$ cat src/rtl/matrix_pkg.sv
// Shared types and helpers for the sequential matrix multiplier: FSM states,
// counter width sizing and packed row-major element addressing.
package matrix_pkg;

    typedef enum logic [1:0] {
        IDLE = 2'd0,
        RUN  = 2'd1,
        DONE = 2'd2
    } state_t;

    // Width of a counter that indexes 0..n-1; never narrower than one bit.
    function automatic int idx_width(input int n);
        return (n <= 1) ? 1 : $clog2(n);
    endfunction

    // LSB of element (r,c) in a rows x cols matrix of w-bit words; (0,0) sits in the MSBs.
    function automatic int elem_lsb(input int rows, input int cols, input int r, input int c, input int w);
        return (rows * cols - (cols * r + c) - 1) * w;
    endfunction

endpackage

$ cat src/rtl/matrix_mac_unit.sv
// Single multiply-accumulate step: sum = a*b + (clr_acc ? 0 : acc), wrapped to WORD_SIZE bits.
module matrix_mac_unit #(
    parameter int WORD_SIZE = 32
) (
    input  logic [WORD_SIZE-1:0] a,
    input  logic [WORD_SIZE-1:0] b,
    input  logic [WORD_SIZE-1:0] acc,
    input  logic                 clr_acc,
    output logic [WORD_SIZE-1:0] sum
);

    logic [WORD_SIZE-1:0] prod;
    logic [WORD_SIZE-1:0] base;

    assign prod = a * b;
    assign base = clr_acc ? '0 : acc;
    assign sum  = prod + base;

endmodule

$ cat src/rtl/matrix_mul_seq.sv
// Time-multiplexed matrix multiply MP = A x B: one MAC per cycle walks r, c, k,
// with valid/ready handshakes on the operand and result sides.
module matrix_mul_seq
    import matrix_pkg::*;
#(
    parameter int WORD_SIZE = 32,
    parameter int A_ROWS    = 2,
    parameter int A_COLS    = 2,
    parameter int B_COLS    = 1
) (
    input  logic                                clk,
    input  logic                                rst_n,
    input  logic                                clear,
    input  logic                                in_valid,
    output logic                                in_ready,
    input  logic [A_ROWS*A_COLS*WORD_SIZE-1:0]  A,
    input  logic [A_COLS*B_COLS*WORD_SIZE-1:0]  B,
    output logic                                out_valid,
    input  logic                                out_ready,
    output logic [A_ROWS*B_COLS*WORD_SIZE-1:0]  MP,
    output logic                                busy
);

    localparam int W  = WORD_SIZE;
    localparam int RW = idx_width(A_ROWS);
    localparam int CW = idx_width(B_COLS);
    localparam int KW = idx_width(A_COLS);

    localparam logic [RW-1:0] R_LAST = RW'(A_ROWS - 1);
    localparam logic [CW-1:0] C_LAST = CW'(B_COLS - 1);
    localparam logic [KW-1:0] K_LAST = KW'(A_COLS - 1);

    state_t                          state_reg;
    logic [A_ROWS*A_COLS*W-1:0]      a_reg;
    logic [A_COLS*B_COLS*W-1:0]      b_reg;
    logic [W-1:0]                    acc_reg;
    logic [RW-1:0]                   r_reg;
    logic [CW-1:0]                   c_reg;
    logic [KW-1:0]                   k_reg;

    logic [W-1:0]                    a_sel;
    logic [W-1:0]                    b_sel;
    logic [W-1:0]                    mac_sum;
    logic                            mp_write;

    // Operand selection: A[r][k] and B[k][c] from the registered flat vectors.
    always_comb begin
        a_sel = '0;
        for (int i = 0; i < A_ROWS; i++)
            for (int j = 0; j < A_COLS; j++)
                if (r_reg == RW'(i) && k_reg == KW'(j))
                    a_sel = a_reg[elem_lsb(A_ROWS, A_COLS, i, j, W) +: W];
    end

    always_comb begin
        b_sel = '0;
        for (int i = 0; i < A_COLS; i++)
            for (int j = 0; j < B_COLS; j++)
                if (k_reg == KW'(i) && c_reg == CW'(j))
                    b_sel = b_reg[elem_lsb(A_COLS, B_COLS, i, j, W) +: W];
    end

    matrix_mac_unit #(
        .WORD_SIZE(W)
    ) u_mac (
        .a       (a_sel),
        .b       (b_sel),
        .acc     (acc_reg),
        .clr_acc (k_reg == '0),
        .sum     (mac_sum)
    );

    assign mp_write = (state_reg == RUN) && (k_reg == K_LAST) && !clear;

    always_ff @(posedge clk or negedge rst_n) begin
        if (!rst_n) begin
            state_reg <= IDLE;
            in_ready  <= 1'b1;
            out_valid <= 1'b0;
            busy      <= 1'b0;
            a_reg     <= '0;
            b_reg     <= '0;
            acc_reg   <= '0;
            r_reg     <= '0;
            c_reg     <= '0;
            k_reg     <= '0;
        end else if (clear) begin
            state_reg <= IDLE;
            in_ready  <= 1'b1;
            out_valid <= 1'b0;
            busy      <= 1'b0;
            acc_reg   <= '0;
            r_reg     <= '0;
            c_reg     <= '0;
            k_reg     <= '0;
        end else begin
            case (state_reg)
                IDLE: begin
                    if (in_valid) begin
                        a_reg     <= A;
                        b_reg     <= B;
                        acc_reg   <= '0;
                        r_reg     <= '0;
                        c_reg     <= '0;
                        k_reg     <= '0;
                        state_reg <= RUN;
                        in_ready  <= 1'b0;
                        busy      <= 1'b1;
                    end
                end
                RUN: begin
                    if (k_reg == K_LAST) begin
                        // Element finished: MP(r,c) is written by the element registers below.
                        acc_reg <= '0;
                        k_reg   <= '0;
                        if (c_reg == C_LAST) begin
                            c_reg <= '0;
                            if (r_reg == R_LAST) begin
                                r_reg     <= '0;
                                state_reg <= DONE;
                                out_valid <= 1'b1;
                            end else begin
                                r_reg <= r_reg + 1'b1;
                            end
                        end else begin
                            c_reg <= c_reg + 1'b1;
                        end
                    end else begin
                        acc_reg <= mac_sum;
                        k_reg   <= k_reg + 1'b1;
                    end
                end
                DONE: begin
                    if (out_ready) begin
                        state_reg <= IDLE;
                        out_valid <= 1'b0;
                        busy      <= 1'b0;
                        in_ready  <= 1'b1;
                    end
                end
                default: begin
                    state_reg <= IDLE;
                    in_ready  <= 1'b1;
                    out_valid <= 1'b0;
                    busy      <= 1'b0;
                end
            endcase
        end
    end

    // One result register per MP element; clear leaves them untouched.
    for (genvar gi = 0; gi < A_ROWS; gi++) begin : g_row
        for (genvar gj = 0; gj < B_COLS; gj++) begin : g_col
            localparam logic [RW-1:0] RI = RW'(gi);
            localparam logic [CW-1:0] CI = CW'(gj);
            logic [W-1:0] elem_reg;

            always_ff @(posedge clk or negedge rst_n) begin
                if (!rst_n)
                    elem_reg <= '0;
                else if (mp_write && r_reg == RI && c_reg == CI)
                    elem_reg <= mac_sum;
            end

            assign MP[elem_lsb(A_ROWS, B_COLS, gi, gj, W) +: W] = elem_reg;
        end
    end

endmodule
$ cat config.mk
export PLATFORM = sky130hd
export DESIGN_NAME = matrix_mul_seq
export DESIGN_NICKNAME = d
export VERILOG_FILES = /design/src/rtl/matrix_pkg.sv /design/src/rtl/matrix_mac_unit.sv /design/src/rtl/matrix_mul_seq.sv
export SDC_FILE = /design/constraint.sdc
export NUM_CORES = 2
export LEC_CHECK = 0
export CAP_MARGIN = 30
export CORE_UTILIZATION = 45
export CTS_CLUSTER_DIAMETER = 120
export DETAILED_ROUTE_END_ITERATION = 7
export DONT_BUFFER_PORTS = 1
export PLACE_DENSITY = 0.59
export SYNTH_ARGS = -nofsm -noshare
export SYNTH_HDL_FRONTEND = slang
export SYNTH_HIERARCHICAL = 1
export SYNTH_SLANG_ARGS = --single-unit
$ cat constraint.sdc
create_clock -name clk -period 10.3 [get_ports clk]
set_input_delay 2.06 -clock clk [delete_from_list [all_inputs] [get_ports clk]]
set_output_delay 2.06 -clock clk [all_outputs]
set_load 0.02 [all_outputs]
==> metrics.txt <==
Die Y 257 um; Area contributors post-synth fa_1 30%, dfrtp_1 25%, mux2_2 9.9%; Worst R2R Path Depth 27; Synth area leader fa_1; non-filler cells in the finished layout 3,435; Placed Cells 3,363; Syn Area/Cell 11.1 um2; first-pass GRT wire length 119 mm; clock slew at reported path FFs 0.06 ns; initial antenna violation count 30; fin crit share 83.7%; Seq/Total Area, Yosys 25.2%; Die Wd 257 um; post-layout util 48.4%; final worst path period need 8.62 ns; share of layout cells above drive strength 1 16.0%; Critical Path Max Stage Delay 0.62 ns; Routed Antenna Nets 0; clock skew 0.0258 ns; top-count cell post-synth inv_1; CTS tree built; Setup Buffers After CTS 0; relative slew slack 26.6%; critical path endpoint category flip-flop; I/O pin count 264; Syn Std Cell Area 29,300 um2; Worst Path Max Fanout 47; worst reg2reg path startpoint k_reg$_DFFE_PN0P_; Num CTS Buffers 34; kind of critical path reg2reg; core area 64,300 um2; Nets 3,304; PostCTS Resize Cnt 0; synth unique cells 63; drt initial violations 796; Most used DFF post-synth dfrtp_1; Hold Crit Depth 1; setup TNS 0 ns; drt via density 5.26; clk_lat worst skew 0.56 ns; # DRC 0; FP Rows 93; grt total ovfl 0; RSZ-0062 raised after global routing false; Arrival @ worst endpoint 9.12 ns; total track usage 23.2%; fin. max-slew vios 0; DP Wirelength 56.4 mm; maxcap violations 0; Hold Path Class reg2reg; die area 66,100 um2; CP bufs+invs 8; drt wl/cell 21.5 um; outcome finished, final reports clean; First-pass DRT Iterations 5; Crit-path slowest cell mux2_2; # setup viols final 0; Synth Warn # 6; Slew @ Worst Pin 1.10 ns; commonest cells in the synthesized netlist 498 x inv_1, 438 x fa_1, 374 x and2_1, 294 x dfrtp_1, 258 x mux2_2; synthesis-to-finish area growth 6.31%; Sink Count 295; R2R Setup Slk 1.68 ns; asr flop ratio synth 100%; H-tree level count 2; via count 18,080; IO Port Bufs 0; Syn Inst Count 2,627; hold path endpoint acc_reg[21]$_DFFE_PN0P_; Worst Path Required 10.80 ns; drt total wl 74.0 mm; pin count of the biggest net entering global routing 296; max reg flops 128; Yosys top cell area share 29.9%; Peak Freq 116 MHz; start point of the worst hold path acc_reg[21]$_DFFE_PN0P_; Final Wtd Congestion 0.869; Clock Tree Buf Depth 3; Startpoint Class flip-flop; R2R Path End g_row[1].g_col[0].elem_reg[28]$_DFFE_PN0P_; Worst path top cell family by delay adder cells; Synth Net Count 3,386; #FFs+latches synth 295; Final Hold Violating Endpoints 0; initial core utilization 45.5%; # hold bufs at CTS 0; CTS Root Cell clkbuf_16; number of global-route vias before repair 20,551; number of synthesized flops with an enable pin 0; most used cell, CP fa_1
## layout make-up
type	instances	area (um2)
well taps	855	1070
fillers	5894	33200
clock inverters	13	171
diodes	13	32.5
repair buffers	11	128
inverters	498	1870
multi-input cells	1705	19500
flip-flops and latches	295	7390
clock buffers	45	963
## kinds of logic (layout without fill, tap and decap cells)
| family | count (synthesis) | count (layout) | synth area share (%) |
|---|---|---|---|
| AOI/OAI and AO/OA | 117 | 117 | 2.94 |
| xor gates and xnor gates | 87 | 87 | 2.60 |
| adders and majority gates | 562 | 562 | 35.2 |
| buffers and inverters | 627 | 567 | 8.25 |
| DFF | 295 | 295 | 25.2 |
| muxes | 321 | 321 | 14.0 |
| other | 0 | 13 | 0 |
| and+or+nand+nor | 618 | 618 | 11.8 |
## routing by layer
layer  vias up  global-route usage (%)  wire length, um
li1       7907                       -                -
met1      9609                    29.8            30300
met2       407                    39.0            37200
met3       125                    5.58             4450
met4        32                    6.32             1850
met5         -                       0              211
## layout by cell type (no fill, tap or decap), types with 3 or more instances in the layout
cell type / count
a21oi_1: 24
nor2_1: 12
clkbuf_16: 35
clkbuf_1: 5
clkinv_2: 4
ha_1: 124
nor2b_1: 19
nand3_1: 5
clkbuf_8: 5
mux2_4: 30
nand4_1: 3
nand2_1: 160
inv_1: 498
fa_1: 438
and2_1: 374
xnor2_1: 66
a31oi_1: 4
and2_2: 5
mux2_2: 258
o21ai_1: 3
o211ai_1: 4
a22o_1: 32
a21o_1: 13
o21ai_0: 12
xor2_1: 21
nand2b_1: 19
mux4_2: 32
o21a_1: 4
buf_4: 8
nand2_2: 3
dfrtp_1: 293
diode_2: 13
bufinv_16: 3
## per-stage QoR
step / hold WS (ns) / area, um2 / setup WS [ns]
detailed placement: 0.485 / 29900 / 1.36
CTS: 0.504 / 31100 / 1.33
global placement: 0.483 / 29900 / 1.53
global route: 0.515 / 31100 / 1.26
floorplan: 0.465 / 29300 / 2.16
finish: 0.500 / 31100 / 1.68
## worst reg2reg max path, stage by stage, from the launching register on
cell      delay (ns)
dfrtp_4         0.54
buf_16          0.29
buf_4           0.30
mux2_2          0.62
and2_1          0.28
fa_1            0.54
fa_1            0.43
fa_1            0.51
inv_1           0.07
fa_1            0.53
inv_1           0.05
fa_1            0.50
inv_1           0.06
fa_1            0.52
inv_1           0.05
fa_1            0.51
inv_1           0.06
fa_1            0.48
inv_1           0.05
ha_1            0.39
and3_1          0.25
nand4_1         0.14
nor2_1          0.14
nand3_2         0.09
o211ai_1        0.19
a31oi_2         0.18
o311ai_1        0.53
mux2_2          0.25
## worst max-delay path by stage
stage / cells after the start / end / startpoint
4_1_cts: 27 / g_row[1].g_col[0].elem_reg[28]$_DFFE_PN0P_ / k_reg$_DFFE_PN0P_
2_1_floorplan: 31 / g_row[0].g_col[0].elem_reg[27]$_DFFE_PN0P_ / k_reg$_DFFE_PN0P_
6_report: 27 / g_row[1].g_col[0].elem_reg[28]$_DFFE_PN0P_ / k_reg$_DFFE_PN0P_
3_3_place_gp: 27 / g_row[1].g_col[0].elem_reg[28]$_DFFE_PN0P_ / k_reg$_DFFE_PN0P_
5_1_grt: 28 / g_row[1].g_col[0].elem_reg[28]$_DFFE_PN0P_ / k_reg$_DFFE_PN0P_
3_5_place_dp: 27 / g_row[1].g_col[0].elem_reg[28]$_DFFE_PN0P_ / k_reg$_DFFE_PN0P_
Power is left out: the tool's default activity adds up to more than one toggle a clock period on the data nets, which glitch-free logic cannot reach.
